File: src/rtl/tx_segment_scheduler_if.sv
// Packet handshake between the segment scheduler (master) and the frame builder / tx memory control (slave).
interface tx_segment_scheduler_if;
  logic [7:0]  txid;
  logic [15:0] segment_num;
  logic        tx_start;
  logic        tx_done;
  logic        maxdetect;

  modport master (
    output txid,
    output segment_num,
    output tx_start,
    input  tx_done,
    input  maxdetect
  );

  modport slave (
    input  txid,
    input  segment_num,
    input  tx_start,
    output tx_done,
    output maxdetect
  );
endinterface

File: src/rtl/tx_segment_scheduler.sv
// Sequences one video frame as segments x redundant copies toward the packet builder.
// Optional tx_done watchdog enabled by defining TX_SCHED_TIMEOUT_EN.
module tx_segment_scheduler #(
  parameter int unsigned SEGMENT_NUMBER_MAX = 100,
  parameter int unsigned GAP_CYCLES         = 24
`ifdef TX_SCHED_TIMEOUT_EN
  ,
  parameter int unsigned TIMEOUT_CYCLES     = 4096
`endif
) (
  input  logic                          clk125MHz,
  input  logic                          rst_n,
  input  logic                          enable,
  input  logic                          frame_req,
  input  logic [7:0]                    redundancy,
  input  logic [15:0]                   segment_num_max,
  tx_segment_scheduler_if.master        bus,
  output logic                          busy,
  output logic                          frame_done,
  output logic [15:0]                   frame_count,
  output logic                          timeout_err
);

  localparam int unsigned GAP_W = (GAP_CYCLES > 2) ? $clog2(GAP_CYCLES) : 1;
  localparam logic [GAP_W-1:0] GAP_LAST = GAP_W'((GAP_CYCLES > 0) ? GAP_CYCLES - 1 : 0);
  localparam logic [15:0] SEG_MAX = 16'(SEGMENT_NUMBER_MAX);

  typedef enum logic [2:0] {
    ST_IDLE,
    ST_START,
    ST_WAIT,
    ST_GAP,
    ST_DONE
  } state_t;

  state_t             state;
  logic [7:0]         red_l;
  logic [15:0]        seg_l;
  logic [GAP_W-1:0]   gap_cnt;

  logic [15:0]        seg_clamp_c;
  logic               early_end_c;
  logic               seg_more_c;
  logic               pass_more_c;
  logic               pkt_end_c;

  // State entered after a non-last packet; a zero gap skips straight to START.
  localparam state_t ST_AFTER_PKT = (GAP_CYCLES == 0) ? ST_START : ST_GAP;

`ifdef TX_SCHED_TIMEOUT_EN
  localparam int unsigned TO_W = (TIMEOUT_CYCLES > 2) ? $clog2(TIMEOUT_CYCLES) : 1;
  localparam logic [TO_W-1:0] TO_LAST = TO_W'(TIMEOUT_CYCLES - 1);
  logic [TO_W-1:0] wait_cnt;
  logic            to_hit_c;
  assign to_hit_c  = (wait_cnt == TO_LAST) && !bus.tx_done;
  assign pkt_end_c = bus.tx_done || to_hit_c;
`else
  assign pkt_end_c   = bus.tx_done;
  assign timeout_err = 1'b0;
`endif

  // Frame-accept sampling and packet-advance decisions.
  always_comb begin
    seg_clamp_c = segment_num_max;
    if (segment_num_max == 16'd0) begin
      seg_clamp_c = 16'd1;
    end else if (segment_num_max > SEG_MAX) begin
      seg_clamp_c = SEG_MAX;
    end
    early_end_c = (bus.txid == 8'd1) && bus.maxdetect;
    seg_more_c  = bus.segment_num < (seg_l - 16'd1);
    pass_more_c = bus.txid < red_l;
  end

  always_ff @(posedge clk125MHz or negedge rst_n) begin
    if (!rst_n) begin
      state           <= ST_IDLE;
      red_l           <= 8'd1;
      seg_l           <= 16'd1;
      gap_cnt         <= '0;
      bus.txid        <= 8'd1;
      bus.segment_num <= 16'd0;
      bus.tx_start    <= 1'b0;
      busy            <= 1'b0;
      frame_done      <= 1'b0;
      frame_count     <= 16'd0;
`ifdef TX_SCHED_TIMEOUT_EN
      wait_cnt        <= '0;
      timeout_err     <= 1'b0;
`endif
    end else begin
      bus.tx_start <= 1'b0;
      frame_done   <= 1'b0;
      unique case (state)
        ST_IDLE: begin
          if (frame_req && enable) begin
            red_l <= (redundancy == 8'd0) ? 8'd1 : redundancy;
            seg_l <= seg_clamp_c;
            busy  <= 1'b1;
            state <= ST_START;
          end
        end
        ST_START: begin
          bus.tx_start <= 1'b1;
          state        <= ST_WAIT;
`ifdef TX_SCHED_TIMEOUT_EN
          wait_cnt     <= '0;
`endif
        end
        ST_WAIT: begin
          if (pkt_end_c) begin
            gap_cnt <= '0;
`ifdef TX_SCHED_TIMEOUT_EN
            if (to_hit_c) timeout_err <= 1'b1;
`endif
            if (!early_end_c && seg_more_c) begin
              bus.segment_num <= bus.segment_num + 16'd1;
              state           <= ST_AFTER_PKT;
            end else if (pass_more_c) begin
              // Early end of pass 1 limits later passes to the buffers actually filled.
              if (early_end_c) seg_l <= bus.segment_num + 16'd1;
              bus.segment_num <= 16'd0;
              bus.txid        <= bus.txid + 8'd1;
              state           <= ST_AFTER_PKT;
            end else begin
              state <= ST_DONE;
            end
          end
`ifdef TX_SCHED_TIMEOUT_EN
          else begin
            wait_cnt <= wait_cnt + TO_W'(1);
          end
`endif
        end
        ST_GAP: begin
          if (gap_cnt == GAP_LAST) begin
            gap_cnt <= '0;
            state   <= ST_START;
          end else begin
            gap_cnt <= gap_cnt + GAP_W'(1);
          end
        end
        ST_DONE: begin
          frame_done      <= 1'b1;
          frame_count     <= frame_count + 16'd1;
          bus.txid        <= 8'd1;
          bus.segment_num <= 16'd0;
          busy            <= 1'b0;
          state           <= ST_IDLE;
        end
        default: state <= ST_IDLE;
      endcase
    end
  end

endmodule
File: src/flat_wrapper.sv
// flat-port wrapper written by rule: the top's interface ports become plain ports
module tx_segment_scheduler_flat 
#(
  parameter int unsigned SEGMENT_NUMBER_MAX = 100,
  parameter int unsigned GAP_CYCLES         = 24

)
  (clk125MHz, rst_n, enable, frame_req, redundancy, segment_num_max, busy, frame_done, frame_count, timeout_err, bus_txid, bus_segment_num, bus_tx_start, bus_tx_done, bus_maxdetect);
  tx_segment_scheduler_if bus_i ();
  input  logic clk125MHz;
  input  logic rst_n;
  input  logic enable;
  input  logic frame_req;
  input  logic [7:0] redundancy;
  input  logic [15:0] segment_num_max;
  output logic busy;
  output logic frame_done;
  output logic [15:0] frame_count;
  output logic timeout_err;
  output wire logic [$bits(bus_i.txid)-1:0] bus_txid;
  output wire logic [$bits(bus_i.segment_num)-1:0] bus_segment_num;
  output wire logic [$bits(bus_i.tx_start)-1:0] bus_tx_start;
  input wire logic [$bits(bus_i.tx_done)-1:0] bus_tx_done;
  input wire logic [$bits(bus_i.maxdetect)-1:0] bus_maxdetect;
  assign bus_txid = bus_i.txid;
  assign bus_segment_num = bus_i.segment_num;
  assign bus_tx_start = bus_i.tx_start;
  assign bus_i.tx_done = bus_tx_done;
  assign bus_i.maxdetect = bus_maxdetect;
  tx_segment_scheduler #(.SEGMENT_NUMBER_MAX(SEGMENT_NUMBER_MAX), .GAP_CYCLES(GAP_CYCLES)) u_core (.clk125MHz(clk125MHz), .rst_n(rst_n), .enable(enable), .frame_req(frame_req), .redundancy(redundancy), .segment_num_max(segment_num_max), .bus(bus_i), .busy(busy), .frame_done(frame_done), .frame_count(frame_count), .timeout_err(timeout_err));
endmodule
File: config.mk
export PLATFORM = sky130hd
export DESIGN_NAME = tx_segment_scheduler_flat
export DESIGN_NICKNAME = d
export VERILOG_FILES = /design/src/rtl/tx_segment_scheduler_if.sv /design/src/rtl/tx_segment_scheduler.sv /design/src/flat_wrapper.sv
export SDC_FILE = /design/constraint.sdc
export NUM_CORES = 1
export LEC_CHECK = 0
export CORE_ASPECT_RATIO = 1.5
export CORE_UTILIZATION = 49
export CTS_CLUSTER_DIAMETER = 50
export DETAILED_ROUTE_END_ITERATION = 10
export PLACE_DENSITY = 0.77
export SYNTH_ARGS = -nofsm -noshare
export SYNTH_HDL_FRONTEND = slang
export SYNTH_SLANG_ARGS = --single-unit
File: constraint.sdc
create_clock -name clk125MHz -period 3.2 [get_ports clk125MHz]
set_input_delay 0.8 -clock clk125MHz [delete_from_list [all_inputs] [get_ports clk125MHz]]
set_output_delay 0.8 -clock clk125MHz [all_outputs]
set_load 0.02 [all_outputs]
==> summary.txt <==
Reg2Reg Launch Point: u_core.seg_l[6]$_DFFE_PN0P_
PortBufs: 72
Post-synth EDFFs: 0
hold depth: 1
critical path's slowest cell: or4b_1
Fillers: 742
Gate Count Post-Synth: 488
hold_ws: 470 ps
Ys Warns: 0
Core Box Area: 9200 sq um
VDD IR max: 0.000449 V
initial antenna violation count: 0
power share of the combinational group: 30.4%
hold path start: u_core.frame_count[15]$_DFFE_PN0P_
Slew Limit Fails: 0
Multi-input gate area: 2700 sq um
Register Area: 1880 sq um
Final setup viols: 12
clock share of power: 34.6%
Synth top cells by count: dfrtp_1, nand2_1, nor2_1
drc violations: 0
setup TNS: -190 ps
Area Growth Syn to Fin: 31.9%
Crit Path Category: reg2reg
CP startpoint kind: register
critical path required time: 3480 ps
Seq cells post-synth: 75
Seq pwr share: 35.1%
Unique masters post-synth: 57
synth top area cells: dfrtp_1, ha_1, xnor2_1, nand2_1, nor2_1
fin crit period: 3230 ps
static leakage: 2.68 nW
sw power: 1.06 mW
Worst-Skew Late Latency: 340 ps
max-cap violations: 0
clock root buffer: clkbuf_16
initial DRC count: 297
status: complete, but fails checks
die area: 9810 sq um
Clk pin slew, worst setup/hold paths: 60 ps
post-route ant nets: 0
Seq/Total Area, Yosys: 40.8%
fmax: 0.309 GHz
Slew headroom: 56.7%
pre-CTS setup slack: -249 ps
Critical Path End Type: register
I/O pin count: 74
first-pass GRT wire length: 19700 um
R2R Path End: u_core.bus.segment_num[15]$_DFFE_PN0P_
final layout net count: 638
wire per inst: 17.2 um
vias per cell: 6.02
RSZ-0062 raised after global routing: true
CTS Buf Count: 9
layout cell share with drive strength beyond 1: 13.8%
max incr delay on CP: 450 ps
Post-DP HPWL: 8360 um
Rows: 43
Cell Chain, Critical Path: or3_4, nor3_4, nand3_2, nor3_2, xnor2_1, ha_1, a21oi_2, o41ai_2, a211o_2, o21ai_4, or4b_1, nand3_1
Yosys top cell by area: dfrtp_1
Int Pwr: 2.31 mW
Min-Delay Path Class: reg2reg
period utilization: 101%
via count: 4199
top-count cell post-synth: dfrtp_1
clk_skew: 6.10 ps
Detailed Routing Iterations Pass 1: 5
RD Place Congestion: 0.883
post-synth top area share: 39.1%
Most used DFF post-synth: dfrtp_1
all-layer global routing usage: 26.3%
# diodes: 0
PwrDens: 554 nW/um^2
Worst-Margin Slew: 648 ps
FF-to-FF setup slack: -30 ps
sw frac: 31.6%
Max FO, Critical Path: 6
clock tree buffer depth: 2
Hold Path Sink: u_core.frame_count[15]$_DFFE_PN0P_
Die Ht: 121 um
Avg Cell Area, Syn: 9.45 sq um
failing checks: setup timing
gr ovfl total: 0
CTS Sinks: 75
largest net degree at the start of global routing: 76
CTS tree: built
chip width: 81.2 um
Reg2Reg Depth: 12
H-tree depth: 3
syn_nets: 546
Final Hold Vio Count: 0
critical path arrival: 3510 ps
Initial Utilization: 50.1%
vias in the first global route: 4159
Mapped Area: 4610 sq um
final wirelength: 12000 um
setup ws final: -34.4 ps
Post-synth ARST share: 100%
==> worst max-delay path, delay by kind of cell, from the launching register on <==
| family | cells | cell delay [ps] |
|---|---|---|
| AOI/OAI and AO/OA | 4 | 890 |
| DFF | 1 | 370 |
| xor gates and xnor gates | 1 | 100 |
| and+or+nand+nor | 6 | 1480 |
| adders and majority gates | 1 | 340 |
==> registers in the layout, summed over array words and instances, names as in the netlist <==
register and flops:
u_core.busy 1, u_core.red_l 8, u_core.bus.tx_start 1, u_core.bus.segment_num 16
u_core.frame_count 16, u_core.bus.txid 8, u_core.state 3, u_core.gap_cnt 5
u_core.seg_l 16, u_core.frame_done 1
==> routing by layer <==
layer	share of wire [%]	up-vias	GRT usage (%)
met5	0	-	0
met4	2.2	0	11.5
met3	3.8	26	5.36
met2	54	120	45.3
met1	40	2083	30.8
li1	-	1970	-
==> final cells by class <==
type,count,share of cell area (%)
Timing Repair Buffer,98,15.7
Multi-Input combinational cell,378,44.3
Sequential cell,75,30.9
Clock inverter,7,1.91
Inverter,18,1.11
Clock buffer,9,3.70
Tap cell,112,2.30
==> how the worst max path moves through the flow <==
| stage | start | to | slack (ps) | cells after the start |
|---|---|---|---|---|
| floorplan | u_core.seg_l[7]$_DFFE_PN0P_ | u_core.bus.segment_num[15]$_DFFE_PN0P_ | 50 | 12 |
| global placement | u_core.seg_l[4]$_DFFE_PN0P_ | u_core.bus.segment_num[9]$_DFFE_PN0P_ | -90 | 12 |
| detailed placement | u_core.seg_l[4]$_DFFE_PN0P_ | u_core.bus.segment_num[1]$_DFFE_PN0P_ | -250 | 12 |
| CTS | u_core.seg_l[7]$_DFFE_PN0P_ | u_core.bus.segment_num[10]$_DFFE_PN0P_ | -5 | 13 |
| global route | u_core.seg_l[8]$_DFFE_PN0P_ | u_core.bus.segment_num[10]$_DFFE_PN0P_ | -180 | 13 |
| finish | u_core.seg_l[6]$_DFFE_PN0P_ | u_core.bus.segment_num[15]$_DFFE_PN0P_ | -30 | 12 |
==> cell usage in the layout (no fill, tap or decap), types with 4 or more instances in the layout <==
cell type / synthesis / routed
a31oi_1: 8 / 7
o21ai_1: 4 / 6
and3_1: 12 / 12
o21ai_0: 20 / 18
nand3_1: 23 / 22
nand2_1: 45 / 44
o211ai_1: 6 / 6
dfrtp_1: 72 / 72
clkdlybuf4s50_1: 0 / 71
clkbuf_16: 0 / 10
inv_1: 18 / 18
a22o_1: 8 / 8
nor3_2: 0 / 4
ha_1: 28 / 28
and4_1: 4 / 4
xor2_1: 12 / 12
xnor2_1: 32 / 32
buf_4: 4 / 22
a21oi_1: 19 / 18
nor4_1: 6 / 6
mux2_1: 9 / 9
o21a_1: 8 / 8
nor3_1: 21 / 15
mux2_2: 6 / 6
nor2_1: 42 / 40
nand4_1: 14 / 14
==> logic make-up (layout without fill, tap and decap cells) <==
| group | count (synthesis) | after routing | synth area share (%) |
|---|---|---|---|
| mux | 17 | 17 | 4.10 |
| other cells | 1 | 1 | 0.0813 |
| fa+ha+maj | 28 | 28 | 7.60 |
| simple gates | 187 | 187 | 20.2 |
| buf+inv | 35 | 132 | 3.58 |
| xor+xnor | 44 | 44 | 8.36 |
| flops | 75 | 75 | 40.8 |
| compound gates | 101 | 101 | 15.3 |
==> per-stage QoR <==
step / std cells / total power [mW] / util, % / instance area (sq um)
after global routing: 697 / 3.54 / 66.1 / 6080
after CTS: 695 / 3.27 / 64.7 / 5960
final: 697 / 3.37 / 66.1 / 6080
after global placement: 679 / 2.02 / 60.5 / 5560
after floorplan: 488 / 1.72 / - / 4610
after detailed placement: 679 / 2.05 / 60.5 / 5560
==> what timing repair did <==
item,in CTS,in global routing
hold buffers,0,0
resized for setup,12,20
buffers inserted,0,2
setup endpoints to repair,26,26
pin swaps,4,22
cloned,0,1
==> power groups by stage <==
stage | registers [mW] | logic [mW] | clock network (mW)
final | 1.18 | 1.02 | 1.17
after global placement | 1.18 | 0.844 | 0
after detailed placement | 1.19 | 0.869 | 0
after floorplan | 1.19 | 0.528 | 0
after global routing | 1.20 | 1.12 | 1.22
after CTS | 1.18 | 0.915 | 1.18
Power figures use the tool's default switching activity.
